## src/rtl/ioctl_upload_io.sv

```systemverilog
// ioctl_upload_io: SPI-side uploader streaming core memory bytes out on SPI_DO; `define UPLOAD_CHECKSUM_EN adds a running checksum read by command 8'h59
module ioctl_upload_io #(
   parameter int         RD_LATENCY  = 2,
   parameter logic [7:0] CMD_INDEX   = 8'h55,
   parameter logic [7:0] CMD_RX_CTRL = 8'h57,
   parameter logic [7:0] CMD_RX_DAT  = 8'h58
) (
   input  logic        clock_12,
   input  logic        reset,
   input  logic        SPI_SCK,
   input  logic        SPI_SS2,
   input  logic        SPI_DI,
   output logic        SPI_DO,
   output logic        SPI_DO_EN,
   output logic        ioctl_upload,
   output logic [7:0]  ioctl_index,
   output logic        ioctl_rd,
   output logic [24:0] ioctl_addr,
   input  logic [7:0]  ioctl_din
);
   typedef enum logic [2:0] {IDLE, CMD, ARG_INDEX, ARG_CTRL, DATA} state_t;
   state_t state_q, state_d;
   logic [2:0] sck_q, ss_q, cnt_q, cnt_d;
   logic [1:0] di_q;
   logic [6:0] rx_q, rx_d;
   logic [7:0] tx_q, tx_d, pre_q, pre_d, idx_q, idx_d, rx_byte;
   logic [24:0] addr_q, addr_d;
   logic up_q, up_d, rd_d, load, sck_rise, sck_fall;
   logic [RD_LATENCY:0] rdp_q;
`ifdef UPLOAD_CHECKSUM_EN
   logic [7:0] sum_q, sum_d, cur_q, cur_d;
`endif
   assign sck_rise     = sck_q[1] & ~sck_q[2];
   assign sck_fall     = ~sck_q[1] & sck_q[2];
   assign rx_byte      = {rx_q, di_q[1]};
   assign SPI_DO       = tx_q[7];
   assign SPI_DO_EN    = ~ss_q[1];
   assign ioctl_upload = up_q;
   assign ioctl_index  = idx_q;
   assign ioctl_rd     = rdp_q[0];
   assign ioctl_addr   = addr_q;
   // two-flop synchronisers; the third SCK/SS stage gives the previous value for edge detection
   always_ff @(posedge clock_12 or posedge reset)
      if (reset) begin
         sck_q <= '0;
         ss_q  <= '1;
         di_q  <= '0;
      end else begin
         sck_q <= {sck_q[1:0], SPI_SCK};
         ss_q  <= {ss_q[1:0], SPI_SS2};
         di_q  <= {di_q[0], SPI_DI};
      end
   // framing, command decode, byte-boundary loads and prefetch capture
   always_comb begin
      state_d = state_q;
      cnt_d   = cnt_q;
      rx_d    = rx_q;
      tx_d    = tx_q;
      pre_d   = rdp_q[RD_LATENCY] ? ioctl_din : pre_q;
      addr_d  = addr_q;
      idx_d   = idx_q;
      up_d    = up_q;
      rd_d    = 1'b0;
      load    = 1'b0;
`ifdef UPLOAD_CHECKSUM_EN
      sum_d   = sum_q;
      cur_d   = cur_q;
`endif
      if (ss_q[1]) begin
         state_d = IDLE;
         cnt_d   = '0;
         tx_d    = '0;
      end else if (ss_q[2]) begin
         state_d = CMD;
         cnt_d   = '0;
         tx_d    = '0;
      end else begin
         if (sck_rise) begin
            rx_d  = rx_byte[6:0];
            cnt_d = cnt_q + 3'd1;
         end
         // the falling edge right after a byte boundary keeps the freshly loaded MSB on the wire
         if (sck_fall && cnt_q != 3'd0) tx_d = {tx_q[6:0], 1'b0};
         if (sck_rise && cnt_q == 3'd7)
            case (state_q)
               CMD: begin
                  load    = rx_byte == CMD_RX_DAT && up_q;
                  state_d = rx_byte == CMD_INDEX ? ARG_INDEX : rx_byte == CMD_RX_CTRL ? ARG_CTRL : load ? DATA : IDLE;
`ifdef UPLOAD_CHECKSUM_EN
                  if (rx_byte == 8'h59) tx_d = sum_q;
`endif
               end
               ARG_INDEX: begin
                  idx_d   = rx_byte;
                  state_d = IDLE;
               end
               ARG_CTRL: begin
                  up_d    = |rx_byte;
                  state_d = IDLE;
                  if (|rx_byte) begin
                     addr_d = '0;
                     rd_d   = 1'b1;
`ifdef UPLOAD_CHECKSUM_EN
                     sum_d  = '0;
`endif
                  end
               end
               DATA: begin
                  load = 1'b1;
`ifdef UPLOAD_CHECKSUM_EN
                  sum_d = sum_q + cur_q;
`endif
               end
               default: ;
            endcase
      end
      if (load) begin
         tx_d   = pre_q;
         addr_d = addr_q + 25'd1;
         rd_d   = 1'b1;
`ifdef UPLOAD_CHECKSUM_EN
         cur_d  = pre_q;
`endif
      end
   end
   // state registers; rdp_q delays the read strobe to the cycle ioctl_din is valid
   always_ff @(posedge clock_12 or posedge reset)
      if (reset) begin
         state_q <= IDLE;
         cnt_q   <= '0;
         rx_q    <= '0;
         tx_q    <= '0;
         pre_q   <= '0;
         addr_q  <= '0;
         idx_q   <= '0;
         up_q    <= 1'b0;
         rdp_q   <= '0;
`ifdef UPLOAD_CHECKSUM_EN
         sum_q   <= '0;
         cur_q   <= '0;
`endif
      end else begin
         state_q <= state_d;
         cnt_q   <= cnt_d;
         rx_q    <= rx_d;
         tx_q    <= tx_d;
         pre_q   <= pre_d;
         addr_q  <= addr_d;
         idx_q   <= idx_d;
         up_q    <= up_d;
         rdp_q   <= {rdp_q[RD_LATENCY-1:0], rd_d};
`ifdef UPLOAD_CHECKSUM_EN
         sum_q   <= sum_d;
         cur_q   <= cur_d;
`endif
      end
endmodule

```

## config.mk

```make
export PLATFORM = sky130hd
export DESIGN_NAME = ioctl_upload_io
export DESIGN_NICKNAME = d
export VERILOG_FILES = /design/src/rtl/ioctl_upload_io.sv
export SDC_FILE = /design/constraint.sdc
export NUM_CORES = 1
export LEC_CHECK = 0
export BUFFER_PORTS_ARGS = -buffer_cell sky130_fd_sc_hd__buf_2
export CORE_MARGIN = 2
export CORE_UTILIZATION = 51
export DETAILED_ROUTE_END_ITERATION = 7
export PLACE_DENSITY_LB_ADDON = 0.12
export SYNTH_ARGS = -nofsm -noshare
export SYNTH_HDL_FRONTEND = slang
export SYNTH_SLANG_ARGS = --single-unit
```

## constraint.sdc

```tcl
create_clock -name clock_12 -period 2.7 [get_ports clock_12]
set_input_delay 0.675 -clock clock_12 [delete_from_list [all_inputs] [get_ports clock_12]]
set_output_delay 0.675 -clock clock_12 [all_outputs]
set_load 0.005 [all_outputs]
```

## Word level (Yosys, flattened, before mapping)

Index checks and enable logic that the tools add are counted.
W data, S select, Z words.

| operators by class | value |
|---|---|
| $add $sub $neg | 2 |
| equality and inequality tests | 10 |
| muxes and demuxes | 30 |
| bitwise logic cells | 6 |
| reductions and logical operators | 18 |

Operators with widths:

| cell | count |
|---|---|
| $mux W25 | 6 |
| $mux W8 | 4 |
| $mux W3 | 9 |
| $add A25 B1 Y25 const B | 1 |
| $eq A8 B7 Y1 const B | 3 |
| $mux W1 | 9 |
| $reduce_bool A3 Y1 | 3 |
| $reduce_and A4 Y1 | 2 |
| $reduce_bool A4 Y1 | 2 |
| $reduce_or A8 Y1 | 1 |
| $eq A3 B2 Y1 const B | 2 |
| $eq A3 B3 Y1 const B | 2 |
| $pmux W3 S2 | 1 |
| $reduce_bool A2 Y1 | 3 |
| $reduce_and A5 Y1 | 1 |
| $ne A2 B1 Y1 const B | 2 |
| $not A1 Y1 | 4 |
| $add A3 B1 Y3 const B | 1 |
| $eq A3 B1 Y1 const B | 1 |
| $logic_and A1 B1 Y1 | 3 |
| $reduce_and A3 Y1 | 1 |
| $and A1 B1 Y1 | 2 |
| $pmux W1 S2 | 1 |
| $reduce_and A2 Y1 | 1 |
| $reduce_or A2 Y1 | 1 |

| word-level totals | value |
|---|---|
| register bits | 74 |
| input bits | 13 |
| output and inout bits | 37 |
| logic and storage cells | 78 |

## Logic depth before layout (Yosys ltp)

Gate-level depths: netlist of run 1.

| depth | value |
|---|---|
| depth after elaboration | 9 |
| mapped depth | 8 |
| depth with buffers taken out | 7 |

## Worst setup path after synthesis of run 1

No wires, ideal clock.

| timing path | value |
|---|---|
| path kind | flip-flop to flip-flop |
| start point | reg ss_q[1] |
| end point | reg addr_q[23] (netlist: ioctl_addr[23]) |
| library setup time | 0.078 ns |
| arrival time | 2.494 ns |
| required time | 2.622 ns |
| path slack | 0.128 ns |
| cell stages (with the launch flop) | 8 |
| path buffers | 2 |
| path through | dfstp_2 or4b_1 buf_2 or4_1 or4_1 buf_2 or3_1 a21oi_1 |

| on the way | value |
|---|---|
| cells in the longest elaborated chain, start to end | 3 |
| elaborated cells on any way between the ends | 8 |
| classes of those cells | eq/ne: 2; mux: 2; reduce/logical: 4 |

Ends and longest elaborated chain:

| item | RTL line | RTL |
|---|---|---|
| from (decl) | 23 | `logic [2:0] sck_q, ss_q, cnt_q, cnt_d;` |
| from (signal assigned) | 50 | `ss_q <= {ss_q[1:0], SPI_SS2};` |
| $mux W1 | 69 | `if (ss_q[1]) begin` |
| $ne A2 B1 Y1 (no line) or $reduce_bool A2 Y1 (tied branches) | - |  |
| $reduce_and A5 Y1 (no line) | - |  |
| to (signal assigned) | 148 | `addr_q <= addr_d;` |
| to (decl) | 27 | `logic [24:0] addr_q, addr_d;` |

Parallel ways exist; a longest one is shown, timed or not.
A chain may end at the register's enable or synchronous reset.

## Worst setup path after layout of run 1

| timing path | value |
|---|---|
| start point | reg di_q[1] |
| end point | reg addr_q[19] (netlist: ioctl_addr[19]) |

| on the way | value |
|---|---|
| cells in the longest elaborated chain, start to end | 8 |
| elaborated cells on any way between the ends | 14 |
| classes of those cells | eq/ne: 3; mux: 5; reduce/logical: 6 |

Ends and longest elaborated chain:

| item | RTL line | RTL |
|---|---|---|
| from (decl) | 24 | `logic [1:0] di_q;` |
| from (signal assigned) | 51 | `di_q <= {di_q[0], SPI_DI};` |
| $eq A8 B7 Y1 | 87 | `load = rx_byte == CMD_RX_DAT && up_q;` |
| $logic_and A1 B1 Y1 | 87 |  |
| $pmux W1 S2 | 85 | `case (state_q)` |
| $mux W1 | 84 | `if (sck_rise && cnt_q == 3'd7)` |
| $mux W1 | 73 | `end else if (ss_q[2]) begin` |
| $mux W1 | 69 |  |
| $ne A2 B1 Y1 (no line) or $reduce_bool A2 Y1 (tied branches) | - |  |
| $reduce_and A5 Y1 (no line) | - |  |

Parallel ways exist; a longest one is shown, timed or not.

==> results of run 1 <==
## path summary, 6_finish.rpt
kind | end | slack, ps | start
setup / recovery | ioctl_addr[19] | 200 | di_q[1]
hold / removal | di_q[1] | 350 | di_q[0]
setup reg to reg | ioctl_addr[19] | 200 | di_q[1]
hold reg to reg | di_q[1] | 350 | di_q[0]
max in group asynchronous | ss_q[1] | 1580 | reset
min in group asynchronous | pre_q[0] | 400 | reset
## power by group through the flow
| stage | Combinational [W] | Clock, W | Sequential, W |
|---|---|---|---|
| 2_1_floorplan | 0.0000583 | 0 | 0.00118 |
| 3_5_place_dp | 0.0000892 | 0 | 0.00119 |
| 4_1_cts | 0.0000898 | 0.000964 | 0.00116 |
| 6_report | 0.0000874 | 0.000945 | 0.00116 |
| 3_3_place_gp | 0.0000878 | 0 | 0.00118 |
| 5_1_grt | 0.000102 | 0.00101 | 0.00117 |
## what timing repair did
item	4_1_cts	5_1_grt
gates resized for setup	0	1
hold buffers	0	0
setup endpoints to repair	0	2
## logic make-up after synthesis
group / Yosys count / synth area share
AO/OA/AOI/OAI: 42 / 0.0895
buffers and inverters: 20 / 0.0237
adder cells (fa/ha/maj): 4 / 0.0153
multiplexers: 26 / 0.0857
AND/OR/NAND/NOR: 130 / 0.197
XOR/XNOR: 8 / 0.0214
flip-flops: 74 / 0.567
## cells in the mapped netlist, drive strengths merged, types with 2 or more instances
cell    count  share of area
o311ai      2         0.0054
o211ai      3         0.0069
or4         4         0.0092
dfstp       3          0.024
nor2b       4         0.0076
nand3      19          0.029
clkbuf      8         0.0092
o41ai       3         0.0080
nand2      48          0.055
nor3        5         0.0076
xnor2       6          0.016
mux2       16          0.055
mux2i      10          0.031
o31ai      10          0.023
or3         6          0.011
ha          4          0.015
xor2        2         0.0054
dfrtp      71           0.54
inv         9          0.010
and3        4         0.0076
nor2       19          0.022
a31o        3         0.0080
a21oi       7          0.011
nand4       5         0.0096
nand2b      4         0.0076
and4        2         0.0054
o21ai       9          0.014
buf         3         0.0042
nor4        4         0.0076
## cell type report
cell class,instances,area share
flip-flops and latches,74,0.477
multi-input cells,210,0.345
repair buffers,60,0.0875
clock buffers,11,0.0364
well taps,77,0.0248
clock inverters,5,0.0203
inverters,9,0.00869
## worst max-delay path, stage by stage (launching register included)
cell and delay (ps):
dfrtp_1 400, or3_1 440, o41a_1 530, or4_4 590, or3_1 320, a21oi_1 140
## registers in the layout, summed over array words and instances (netlist names)
signal / count
cnt_q: 3
di_q: 2
ioctl_addr: 25
ioctl_index: 8
ioctl_upload: 1
pre_q: 8
rdp_q: 3
rx_q: 7
sck_q: 3
ss_q: 3
state_q: 3
tx_q: 8
## per-layer routing
layer,wire length (µm),vias up,share of wire
met5,0,-,0
met4,96,0,0.015
met3,232,9,0.037
met2,2910,50,0.47
met1,3000,1183,0.48
li1,-,1211,-
## metrics by stage
step / utilization / instance area, µm²
after floorplan: - / 3270
after global placement: 0.584 / 3660
after detailed placement: 0.584 / 3660
after CTS: 0.619 / 3880
after global routing: 0.619 / 3890
final: 0.619 / 3890
==> impl_metrics.yaml, run 1 <==
clock_network:
  clock_latency_ps: 340
  h-tree-depth: 3
  clk_pin_slew_ps: 70
  postCtsSetupBuffers: 0
  cts_made_buffers: 9
  cts_sinks: 74
  cts_tree: "yes"
  clock_path_buffers: 2
  root_buffer: "clkbuf_8"
global_route:
  grt_pass1_wl_um: 11000
  antenna_found_initial: 0
  grt.met3_usage: 0.0386
  grt_max_degree: 32
  track_usage: 0.195
  grt_use_met2: 0.300
  grt_pass1_vias: 2408
  gr-usage-met1: 0.264
  busiest_layer: "met2"
  grt-ovfl-total: 0
worst_setup_path:
  reg2reg_depth: 5
  critPathKind: "reg -> reg"
  worstSetupStartpointType: "register"
  arrival_ps: 2760
  crit_fanout: 8
  cp-end-kind: "register"
  critPathRequiredTime_ps: 2960
pwr:
  p_int_w: 0.00171
  peakVddDrop_mv: 0.293
  swShare: 0.220
  clock_power_share: 0.430
  p_comb_frac: 0.040
  p_total_w: 0.00220
  leakagePower_nw: 1.96
  powerDensity_mw_per_mm2: 565
  power_switching_w: 0.000483
  p_seq_frac: 0.530
synthesis:
  synth.distinct_cells: 41
  synth_async_sr_flop_share: 1.00
  ys.flop_type: "dfrtp_1"
  ys_seq_area_frac: 0.567
  syn_nets: 321
  synthCells: 304
  ys_seq_elements: 74
  yosys_warnings: 0
  synth-edff-count: 0
  synth_area_mm2: 0.00327
  syn_area_per_cell_um2: 10.8
timing:
  final.setup.worst_slack_ps: 196
  slew_violations: 0
  period_share: 0.927
  setup_viol: 0
  holdWs_ps: 354
  tightest_slew_ps: 600
  rsz0062_at_grt: "no"
  max_freq_ghz: 0.399
  hold_viol_final: 0
  clock_skew_ps: 9.90
  finalSetupTns_ps: 0
  min_period_ps: 2500
  slew_headroom: 0.600
outcome:
  status: "completed"
finish:
  final_common_cell: "dfrtp_1"
  drive_above_1_share: 0.274
  regArea_mm2: 0.00186
  multiInputGateArea_mm2: 0.00134
  instances_no_fill: 446
  fillers: 539
  area_delta_synth_final_pct: 18.9
  layout_common_cells: "71 x dfrtp_1, 49 x buf_2, 48 x nand2_1"
  diodes: 0
  layout.nets: 381
detailed_routing:
  drt_iter0_markers: 157
  wl_per_cell_um: 14.0
  route.vias.total: 2453
  drtPass1Iterations: 4
  route.detailed.drc: 0
  wirelength_um: 6230
  drtAntennaViolNets: 0
  viasPerCell: 5.50
worst_hold_path:
  hold_class: "reg -> reg"
  whs_path_depth: 0
floorplan:
  start_util: 0.521
  dieHeight_um: 84.1
  die_area_mm2: 0.00707
  num_io_pins: 50
  rows: 29
  core_area_mm2: 0.00628
  die_x_um: 84.1
place:
  place_congestion: 0.804
  dp_cells: 430
  dp_hpwl_um: 4520
  portBuffers: 49
  preCtsSetupSlack_ps: 131
job:
  maxCapViolCount: 0
Note: power is estimated with default switching activity, not from simulation.
==> run 2: changes to the inputs <==
- CORE_UTILIZATION: 51 -> 40
==> impl_metrics.yaml, run 2 (synthesis results as in run 1) <==
clock_network:
  ctsHoldBuffers: 0
  cts_made_buffers: 9
  cts_sinks: 74
  clock_path_buffers: 2
  clk_pin_slew_ps: 80
  cts_tree: "yes"
  postCtsSetupBuffers: 0
  root_buffer: "clkbuf_8"
  clock_latency_ps: 340
  h-tree-depth: 3
  cts_resized: 0
worst_setup_path:
  critPathKind: "reg -> reg"
  crit_start: "di_q[1]"
  ff2ff_setup_slack_ps: 150
  reg2reg_from: "di_q[1]"
  worstSetupStartpointType: "register"
  slowest_stage: "o41a_1"
  critPathRequiredTime_ps: 2960
  slowest_delay_ps: 570
  reg2reg_depth: 5
  arrival_ps: 2810
  cp-end-kind: "register"
  crit_fanout: 9
  worstPathCellList: "or3_1, o41a_1, or4_1, or3_1, a21oi_1"
  crit_path_frequent_cell: "or3_1"
timing:
  holdWs_ps: 272
  max_freq_ghz: 0.392
  tightest_slew_ps: 497
  setup_viol: 0
  rsz0062_at_grt: "no"
  hold_viol_final: 0
  finalSetupTns_ps: 0
  min_period_ps: 2550
  clock_skew_ps: 11.3
  slew_violations: 0
  period_share: 0.946
  slew_headroom: 0.665
pwr:
  leakagePower_nw: 1.94
  powerDensity_mw_per_mm2: 524
  peakVddDrop_mv: 0.296
floorplan:
  die_area_mm2: 0.00892
  rows: 32
  core_area_mm2: 0.00781
  die_x_um: 94.4
  num_io_pins: 50
  dieHeight_um: 94.4
  start_util: 0.419
detailed_routing:
  route.detailed.drc: 0
  wl_per_cell_um: 14.3
  drtAntennaViolNets: 0
  viasPerCell: 5.13
  top_layer: "met4"
  wl_met1_um: 3350
  wl_met2_um: 3020
  drt_iter0_markers: 124
  drtPass1Iterations: 4
  wl_met3_um: 269
  wirelength_um: 6750
  route.vias.total: 2423
job:
  maxCapViolCount: 0
finish:
  fillers: 764
  drive_above_1_share: 0.273
  diodes: 0
  final_common_cell: "dfrtp_1"
  layout_common_cells: "71 x dfrtp_1, 49 x buf_2, 48 x nand2_1"
  multiInputGateArea_mm2: 0.00134
  instances_no_fill: 472
  largest_register_ffs: 25
  layout.nets: 382
  final_cell_area_mm2: 0.00388
  area_delta_synth_final_pct: 18.7
  regArea_mm2: 0.00186
global_route:
  antenna_found_initial: 0
  track_usage: 0.164
  grt-ovfl-total: 0
  grt_pass1_vias: 2328
  grt_max_degree: 41
  grt_pass1_wl_um: 11300
worst_hold_path:
  hold_class: "in -> async"
place:
  portBuffers: 49
  dp_cells: 456
  place_congestion: 0.815
  dp_hpwl_um: 4930
  placed_area_mm2: 0.00370
outcome:
  status: "completed"
==> run 2: worst max-delay path: cells and delay by family (launching register included) <==
kind / cells / cell delay [ps]
AO/OA/AOI/OAI: 2 / 730
flip-flops: 1 / 410
AND/OR/NAND/NOR: 3 / 1330
==> run 2: report_power, final <==
part | switching, W | leakage (nW) | internal (W)
logic | 0.0000517 | 0.845 | 0.0000349
clock network | 0.000401 | 0.0924 | 0.000383
registers | 0.0000301 | 1.01 | 0.00114
==> run 2: path summary, 6_finish.rpt <==
check / to
max: ioctl_addr[22]
min: ioctl_addr[13]
max reg2reg: ioctl_addr[22]
min reg2reg: di_q[1]
max in group asynchronous: rx_q[2]
min in group clock_12: di_q[1]
==> run 2: layout make-up <==
type | count | share of cell area
inverters | 9 | 0.00870
multi-input cells | 210 | 0.344
clock buffers | 12 | 0.0399
well taps | 102 | 0.0329
repair buffers | 61 | 0.0896
clock inverters | 4 | 0.00677
flip-flops and latches | 74 | 0.478
==> run 2: metrics by stage <==
stage	utilization	power, W	setup slack [ps]
2_1_floorplan	-	0.00124	128
3_3_place_gp	0.474	0.00127	212
3_5_place_dp	0.474	0.00128	163
4_1_cts	0.497	0.00206	148
5_1_grt	0.497	0.00212	39.0
6_report	0.497	0.00204	147
==> run 2: per-layer routing <==
layer	global-route usage	vias to the layer above
met5	0	-
met4	0.0652	0
met3	0.0311	11
met2	0.246	40
met1	0.235	1168
li1	-	1204
